--- config.mk ---
export PLATFORM = sky130hd
export DESIGN_NAME = vector_scale_flat
export DESIGN_NICKNAME = d
export VERILOG_FILES = /design/src/rtl/vector_scale_if.sv /design/src/rtl/vector_scale.sv /design/src/flat_wrapper.sv
export SDC_FILE = /design/constraint.sdc
export NUM_CORES = 2
export LEC_CHECK = 0
export ABC_AREA = 1
export CORE_AREA = 2 2 378 343
export DETAILED_ROUTE_END_ITERATION = 10
export DIE_AREA = 0 0 380 345
export HOLD_SLACK_MARGIN = 0.08
export SLEW_MARGIN = 20
export SYNTH_ARGS = -nofsm -noshare
export SYNTH_HDL_FRONTEND = slang
export SYNTH_SLANG_ARGS = --single-unit
--- constraint.sdc ---
create_clock -name clk -period 8.27 [get_ports clk]
set_input_delay 1.2405 -clock clk [delete_from_list [all_inputs] [get_ports clk]]
set_output_delay 1.2405 -clock clk [all_outputs]
set_load 0.005 [all_outputs]
--- src/rtl/vector_scale_if.sv ---
// Start/done handshake and operand/result bundle for vector_scale.
interface vector_scale_if #(
  parameter int unsigned VECTOR_LEN = 4
);
  logic                         start;
  logic [31:0]                  scalar;
  logic [VECTOR_LEN-1:0][31:0]  vec;
  logic [VECTOR_LEN-1:0][31:0]  result;
  logic                         busy;
  logic                         done;

  modport master (
    output start, scalar, vec,
    input  result, busy, done
  );

  modport slave (
    input  start, scalar, vec,
    output result, busy, done
  );
endinterface

--- src/rtl/vector_scale.sv ---
// Fp32 vector-by-scalar multiply: one shared combinational fp32 multiplier, one element per clock.
module vector_scale #(
  parameter int unsigned VECTOR_LEN = 4
) (
  input logic           clk,
  input logic           rst,
  vector_scale_if.slave bus
);

  localparam int unsigned IdxW = (VECTOR_LEN > 1) ? $clog2(VECTOR_LEN) : 1;
  localparam logic [IdxW-1:0] LastIdx = IdxW'(VECTOR_LEN - 1);

  typedef enum logic [1:0] {StIdle, StRun, StDone} state_e;

  state_e                      state_q;
  logic [IdxW-1:0]             idx_q;
  logic [31:0]                 scalar_q;
  logic [VECTOR_LEN-1:0][31:0] vec_q;
  logic [VECTOR_LEN-1:0][31:0] result_q;
  logic                        busy_q;
  logic                        done_q;
  logic [31:0]                 prod;

  // Subnormals in and out are flushed to signed zero; rounding is nearest-even.
  function automatic logic [31:0] fp_mul(input logic [31:0] a, input logic [31:0] b);
    logic              sign;
    logic [7:0]        ea, eb;
    logic              a_zero, b_zero, a_inf, b_inf, a_nan, b_nan;
    logic [47:0]       mprod;
    logic [24:0]       mant;
    logic              guard, sticky;
    logic signed [9:0] exp;
    logic [31:0]       res;

    sign   = a[31] ^ b[31];
    ea     = a[30:23];
    eb     = b[30:23];
    a_zero = (ea == 8'h00);
    b_zero = (eb == 8'h00);
    a_inf  = (ea == 8'hFF) && (a[22:0] == 23'd0);
    b_inf  = (eb == 8'hFF) && (b[22:0] == 23'd0);
    a_nan  = (ea == 8'hFF) && (a[22:0] != 23'd0);
    b_nan  = (eb == 8'hFF) && (b[22:0] != 23'd0);

    mprod = 48'({1'b1, a[22:0]}) * 48'({1'b1, b[22:0]});
    exp   = $signed({2'b00, ea}) + $signed({2'b00, eb}) - 10'sd127;

    if (mprod[47]) begin
      mant   = {1'b0, mprod[47:24]};
      guard  = mprod[23];
      sticky = |mprod[22:0];
      exp    = exp + 10'sd1;
    end else begin
      mant   = {1'b0, mprod[46:23]};
      guard  = mprod[22];
      sticky = |mprod[21:0];
    end

    if (guard && (sticky || mant[0])) begin
      mant = mant + 25'd1;
    end
    if (mant[24]) begin
      mant = mant >> 1;
      exp  = exp + 10'sd1;
    end

    res = 32'h0000_0000;
    if (a_nan || b_nan || (a_inf && b_zero) || (b_inf && a_zero)) begin
      res = 32'h7FC0_0000;
    end else if (a_inf || b_inf) begin
      res = {sign, 8'hFF, 23'd0};
    end else if (a_zero || b_zero) begin
      res = {sign, 31'd0};
    end else if (exp >= 10'sd255) begin
      res = {sign, 8'hFF, 23'd0};
    end else if (exp <= 10'sd0) begin
      res = {sign, 31'd0};
    end else begin
      res = {sign, exp[7:0], mant[22:0]};
    end
    return res;
  endfunction

  assign prod = fp_mul(scalar_q, vec_q[idx_q]);

  always_ff @(posedge clk or negedge rst) begin
    if (!rst) begin
      state_q  <= StIdle;
      idx_q    <= '0;
      scalar_q <= '0;
      vec_q    <= '0;
      result_q <= '0;
      busy_q   <= 1'b0;
      done_q   <= 1'b0;
    end else begin
      unique case (state_q)
        StIdle, StDone: begin
          if (bus.start) begin
            scalar_q <= bus.scalar;
            vec_q    <= bus.vec;
            idx_q    <= '0;
            busy_q   <= 1'b1;
            done_q   <= 1'b0;
            state_q  <= StRun;
          end
        end
        StRun: begin
          // start is deliberately ignored here; operands stay as latched
          result_q[idx_q] <= prod;
          if (idx_q == LastIdx) begin
            idx_q   <= '0;
            busy_q  <= 1'b0;
            done_q  <= 1'b1;
            state_q <= StDone;
          end else begin
            idx_q <= idx_q + 1'b1;
          end
        end
        default: state_q <= StIdle;
      endcase
    end
  end

  assign bus.result = result_q;
  assign bus.busy   = busy_q;
  assign bus.done   = done_q;

endmodule

--- src/flat_wrapper.sv ---
// flat-port wrapper written by rule: the top's interface ports become plain ports
module vector_scale_flat 
#(
  parameter int unsigned VECTOR_LEN = 4
)
  (clk, rst, bus_start, bus_scalar, bus_vec, bus_result, bus_busy, bus_done);
  vector_scale_if #(.VECTOR_LEN(VECTOR_LEN)) bus_i ();
  input logic clk;
  input logic rst;
  input wire logic [$bits(bus_i.start)-1:0] bus_start;
  input wire logic [$bits(bus_i.scalar)-1:0] bus_scalar;
  input wire logic [$bits(bus_i.vec)-1:0] bus_vec;
  output wire logic [$bits(bus_i.result)-1:0] bus_result;
  output wire logic [$bits(bus_i.busy)-1:0] bus_busy;
  output wire logic [$bits(bus_i.done)-1:0] bus_done;
  assign bus_i.start = bus_start;
  assign bus_i.scalar = bus_scalar;
  assign bus_i.vec = bus_vec;
  assign bus_result = bus_i.result;
  assign bus_busy = bus_i.busy;
  assign bus_done = bus_i.done;
  vector_scale #(.VECTOR_LEN(VECTOR_LEN)) u_core (.clk(clk), .rst(rst), .bus(bus_i));
endmodule
* Yosys cells after proc, flatten, opt, wreduce, memory -nomap -nowiden
Index checks and enable logic that the tools add are counted.
Widths: inputs -> output; s select.
** Word-level totals
- Flip-flop bits (word level) :: 294
- Input bits :: 163
- Output and inout bits :: 130
- Word-level logic and storage cells :: 90
** Cells by class
- Add/sub/neg operators :: 6
- $mul :: 1
- Order comparisons :: 4
- Equality and inequality tests :: 7
- Muxes and demuxes :: 29
- Bitwise gates (word level) :: 1
- Reduce and logical (&&, ||, !) cells :: 29
** Operators with widths (number)
- $bwmux 128 :: 1
- $mux 31 :: 4
- $mux 32 :: 3
- $bmux 32 s2 :: 1
- $demux 32 s2 :: 1
- $mul 24x24->48 :: 1
- $logic_not 23->1 :: 2
- $reduce_bool 23->1 :: 2
- $add 24x1->25 const B :: 1
- $mux 25 :: 1
- $mux 24 :: 1
- $mux 23 :: 1
- $reduce_or 23->1 :: 1
- $reduce_or 22->1 :: 1
- $add 10x2->10 const B :: 2
- $mux 10 :: 2
- $eq 8x8->1 const B :: 2
- $logic_not 8->1 :: 2
- $ge 10x9->1 const B :: 1
- $le 10x1->1 const B :: 1
- $sub 10x8->10 const B :: 1
- $add 8x8->9 :: 1
- $logic_and 1x1->1 :: 8
- $mux 2 :: 4
- other kinds (17) :: 32

* Logic depth before layout (Yosys ltp)
- Depth in word-level cells :: 16
- Gate-level depth with buffers :: 59
- Mapped depth without buffers :: 54

* Least setup slack after synthesis
Ideal clock, no wire load.
- Kind :: flip-flop to flip-flop
- From :: register u_core.idx_q[0]
- To :: register u_core.result_q (netlist bit u_core.bus.result[44])
- Setup time :: 0.118 ns
- Data arrival time :: 8.970 ns
- Data required time :: 8.152 ns
- Setup slack :: -0.818 ns
- Stages on the path, launching flop included :: 54
- Buffers on the path :: 8
- Period minus slack after synthesis :: 9.088 ns
- Cell sequence :: dfrtp_1 inv_1 buf_2 clkbuf_1 clkbuf_1 nand2_1 nand3_1 nand2_1 inv_1 clkbuf_1 nand2_1 fa_1 inv_1 fa_1 inv_1 fa_1 inv_1 fa_1 [18 not listed] nand2_1 o21ai_1 ha_1 nand3_1 nor2_4 nand3_1 nor2_2 nand2_1 nand2_1 nand2_1 nor2_1 nand2_1 nand2_2 nand2_4 buf_6 buf_4 nand3_1 nand2_1
** On the way
- Word-level cells in the longest chain between the ends :: 16
- Elaborated cells between the ends (all ways) :: 45
- Classes of those cells :: add/sub: 5; mul: 1; order compare: 4; eq/ne: 1; mux: 17; reduce/logical: 17
** RTL lines
- start, declared :: RTL line vector_scale.sv:16 : logic [IdxW-1:0] idx_q;
- start signal, assigned :: RTL line vector_scale.sv:116 : idx_q <= idx_q + 1'b1;
- parallel branches: the longest is 15 deep, another holds $mul 24x24->48
- $bwmux 128 * :: RTL line vector_scale.sv:109 : result_q[idx_q] <= prod;
- end signal, assigned by index :: RTL line vector_scale.sv:109
- end, declared :: RTL line vector_scale.sv:19 : logic [VECTOR_LEN-1:0][31:0] result_q;
Every way passes the cells marked *. The select of a mux whose other input is x is not followed.
A chain may end at the register's enable or synchronous reset.

* Worst setup path after layout
- From :: register u_core.idx_q[0]
- To :: register u_core.result_q (netlist bit u_core.bus.result[112])
The elaborated chain is that of the path after synthesis.

==> out/results.tsv <==
metric	value	unit
vias in the first global route	34820	
Critical Path Start Type	flop	
Yosys top cell area share	27.36	%
Synth Instances	4849	
clk slew on worst S/H paths	0.06	ns
Hold Crit Depth	2	
post-route ant nets	0	
Layout area overhead	39.90	%
Slowest-stage cell, CP	fa_2	
Mapped Area	0.03535	mm2
Netlist cell types	46	
achievable clock frequency	112.8	MHz
Cell Rows	125	
die area	0.1311	mm2
pin count of the biggest net entering global routing	144	
GRT Resource Usage Total	19.69	%
r2r startpoint	u_core.idx_q[0]$_DFFE_PN0P_	
Initial DRT Pass Iterations	6	
Total Wirelength	132.9	mm
Final Net Count	6542	
worst r2r path cells	50	
Hold WS	0.4755	ns
wire per inst	17.85	um
grt total ovfl	0	
unrepaired setup endpoints after global routing	yes	
Setup Viol. Count Final	124	
min-delay worst type	flop to flop	
GPL Wtd Cong	0.9561	
initial antenna violation count	5	
Vias	34180	
Post-synth top cells	nand2_1 (1,805), inv_1 (862), fa_1 (483), nor2_1 (420), dfrtp_1 (294)	
Buf/Inv on CP	14	
worst r2r dst	u_core.bus.result[112]$_DFFE_PN0P_	
failing checks	setup timing	
PnR worst setup slack	-0.5974	ns
worst-skew pair later-pin latency	0.60	ns
chip height	345	um
routed vias/inst	4.593	
Worst R2R Setup Slack	-0.60	ns
CP peak stage delay	0.57	ns
crit path max fanout	8	
synth top area cells	fa_1 (27%), dfrtp_1 (21%), nand2_1 (19%)	
clock buffer depth	3	
status	finished, violations left	
async set or reset register ratio after synthesis	100.0	%
IO Port Bufs	292	
Rel. slew slack	23.87	%
Worst Path Required	8.68	ns
Syn. warnings	0	
hold-fix buffer count after cts	0	
most used cell, CP	nand2_4	
clock skew	0.03739	ns
cell family with most CP delay	adder cells	
area of placed instances	0.04500	mm2
fin area	0.04945	mm2
share of cells above drive strength 1	22.91	%
Fin Setup TNS	-67.74	ns
CTS Buf Count	34	
CORE AREA	0.1276	mm2
Yosys reg bits	294	
CP endpoint kind	flop	
critical path type	flop to flop	
final max-slew violation count	0	
number of synthesized flops with an enable pin	0	
Synth Flop Type	dfrtp_1	
Num Clock Sinks	294	
H-tree levels	2	
HPWL after DPL	106.0	mm
CTS tree	built	
Starting DRT DRC Count	2747	
total I/O pin count	293	
most common cell in the netlist	nand2_1	
Avg Inst Size Synth	7.289	um2
Syn Nets	5684	
minimum clock period	8.867	ns
Hold Violations, Final	0	
sequential cell area fraction in the yosys report	20.81	%
Slew @ Worst Pin	1.138	ns
period utilization	107.2	%
Antenna diodes	0	
first-pass GRT wire length	202.1	mm
# DRC	0	
DP Worst Slack	-0.9064	ns
leading area contributor after synthesis	fa_1	
Starting Density	27.70	%
crit path from	u_core.idx_q[0]$_DFFE_PN0P_	
root buf cell	clkbuf_16	
critical hold path startpoint	u_core.vec_q[58]$_DFFE_PN0P_	
crit path DAT	9.28	ns
Hold Path End	u_core.vec_q[58]$_DFFE_PN0P_	
chip width	380	um
Max-Cap Viols	0	
worst max path at each step:
stage                                         endpoint  slack (ns)  cells after the start
floorplan            u_core.bus.result[11]$_DFFE_PN0P_       0.002                     49
global placement     u_core.bus.result[24]$_DFFE_PN0P_       -0.86                     46
detailed placement  u_core.bus.result[120]$_DFFE_PN0P_       -0.91                     48
CTS                  u_core.bus.result[56]$_DFFE_PN0P_       -0.58                     55
global route        u_core.bus.result[118]$_DFFE_PN0P_       -0.94                     52
finish              u_core.bus.result[112]$_DFFE_PN0P_       -0.60                     50
stage by stage:
stage,util (%),std cells
2_1_floorplan,-,4849
3_3_place_gp,35.26,7272
3_5_place_dp,35.26,7272
4_1_cts,36.61,7359
5_1_grt,38.75,7442
6_report,38.75,7442
state kept, by name, summed over array words and instances (netlist names):
| name | cells |
|---|---|
| u_core.bus.busy | 1 |
| u_core.bus.done | 1 |
| u_core.bus.result | 128 |
| u_core.idx_q | 2 |
| u_core.scalar_q | 32 |
| u_core.state_q | 2 |
| u_core.vec_q | 128 |
cells in the final DEF (no fill, tap or decap), drive strengths merged:
cell type	synthesis	layout
a21oi	37	37
a31o	1	1
o21ai	78	78
nand3	248	248
nand2	1824	1827
buf	43	704
clkdlybuf4s50	0	291
clkbuf	148	62
a31oi	2	2
o22ai	8	8
nand4	67	67
fa	483	483
nand3b	4	4
and2	4	4
clkinvlp	0	3
dfrtp	294	294
ha	189	189
xor2	25	25
o2111ai	1	1
xnor2	11	11
nor3	13	13
o31ai	1	1
nor4	11	11
o21bai	8	8
a21o	1	1
inv	874	875
nor2	458	458
clkinv	12	18
a32oi	1	1
or2	3	3
cell type report:
| class | instances | area, um2 |
|---|---|---|
| fill | 13220 | 78170 |
| clock inverter | 7 | 86.33 |
| clock buffer | 50 | 980.9 |
| multi-input combinational | 3481 | 26000 |
| timing repair buffer | 1007 | 9463 |
| sequential | 294 | 7358 |
| tap | 1714 | 2145 |
| timing repair inverter | 3 | 17.52 |
| inverter | 886 | 3403 |
metal layers:
layer	global-route usage [%]	share of wire, %
met1	28.06	45
met5	0	0.019
met4	4.470	2.3
met2	31.10	44
met3	3.376	8.2
repair_timing:
| action | in CTS | in global routing |
|---|---|---|
| resized for setup | 100 | 525 |
| setup buffers | 25 | 67 |
| cloned | 5 | 16 |
| endpoints found under the setup margin | 124 | 124 |
| pin swaps | 20 | 142 |
worst reg2reg max path: cells and delay by family, from the launching register on:
family          cells  cell delay (ns)
simple gates       26             2.63
flops               1             0.49
compound gates      2             0.22
fa+ha+maj           8             3.93
buf+inv            14             1.42
logic make-up (layout without fill, tap and decap cells):
family	Yosys count	count (layout)	synth area share, %
xor gates and xnor gates	36	36	0.8920
DFF	294	294	20.81
adders and majority gates	672	672	34.05
and+or+nand+nor	2632	2635	30.31
buffers and inverters	1077	1953	11.81
AOI/OAI and AO/OA	138	138	2.135
Power is left out: the tool's default activity adds up to more than one toggle a clock period on the data nets, which glitch-free logic cannot reach.
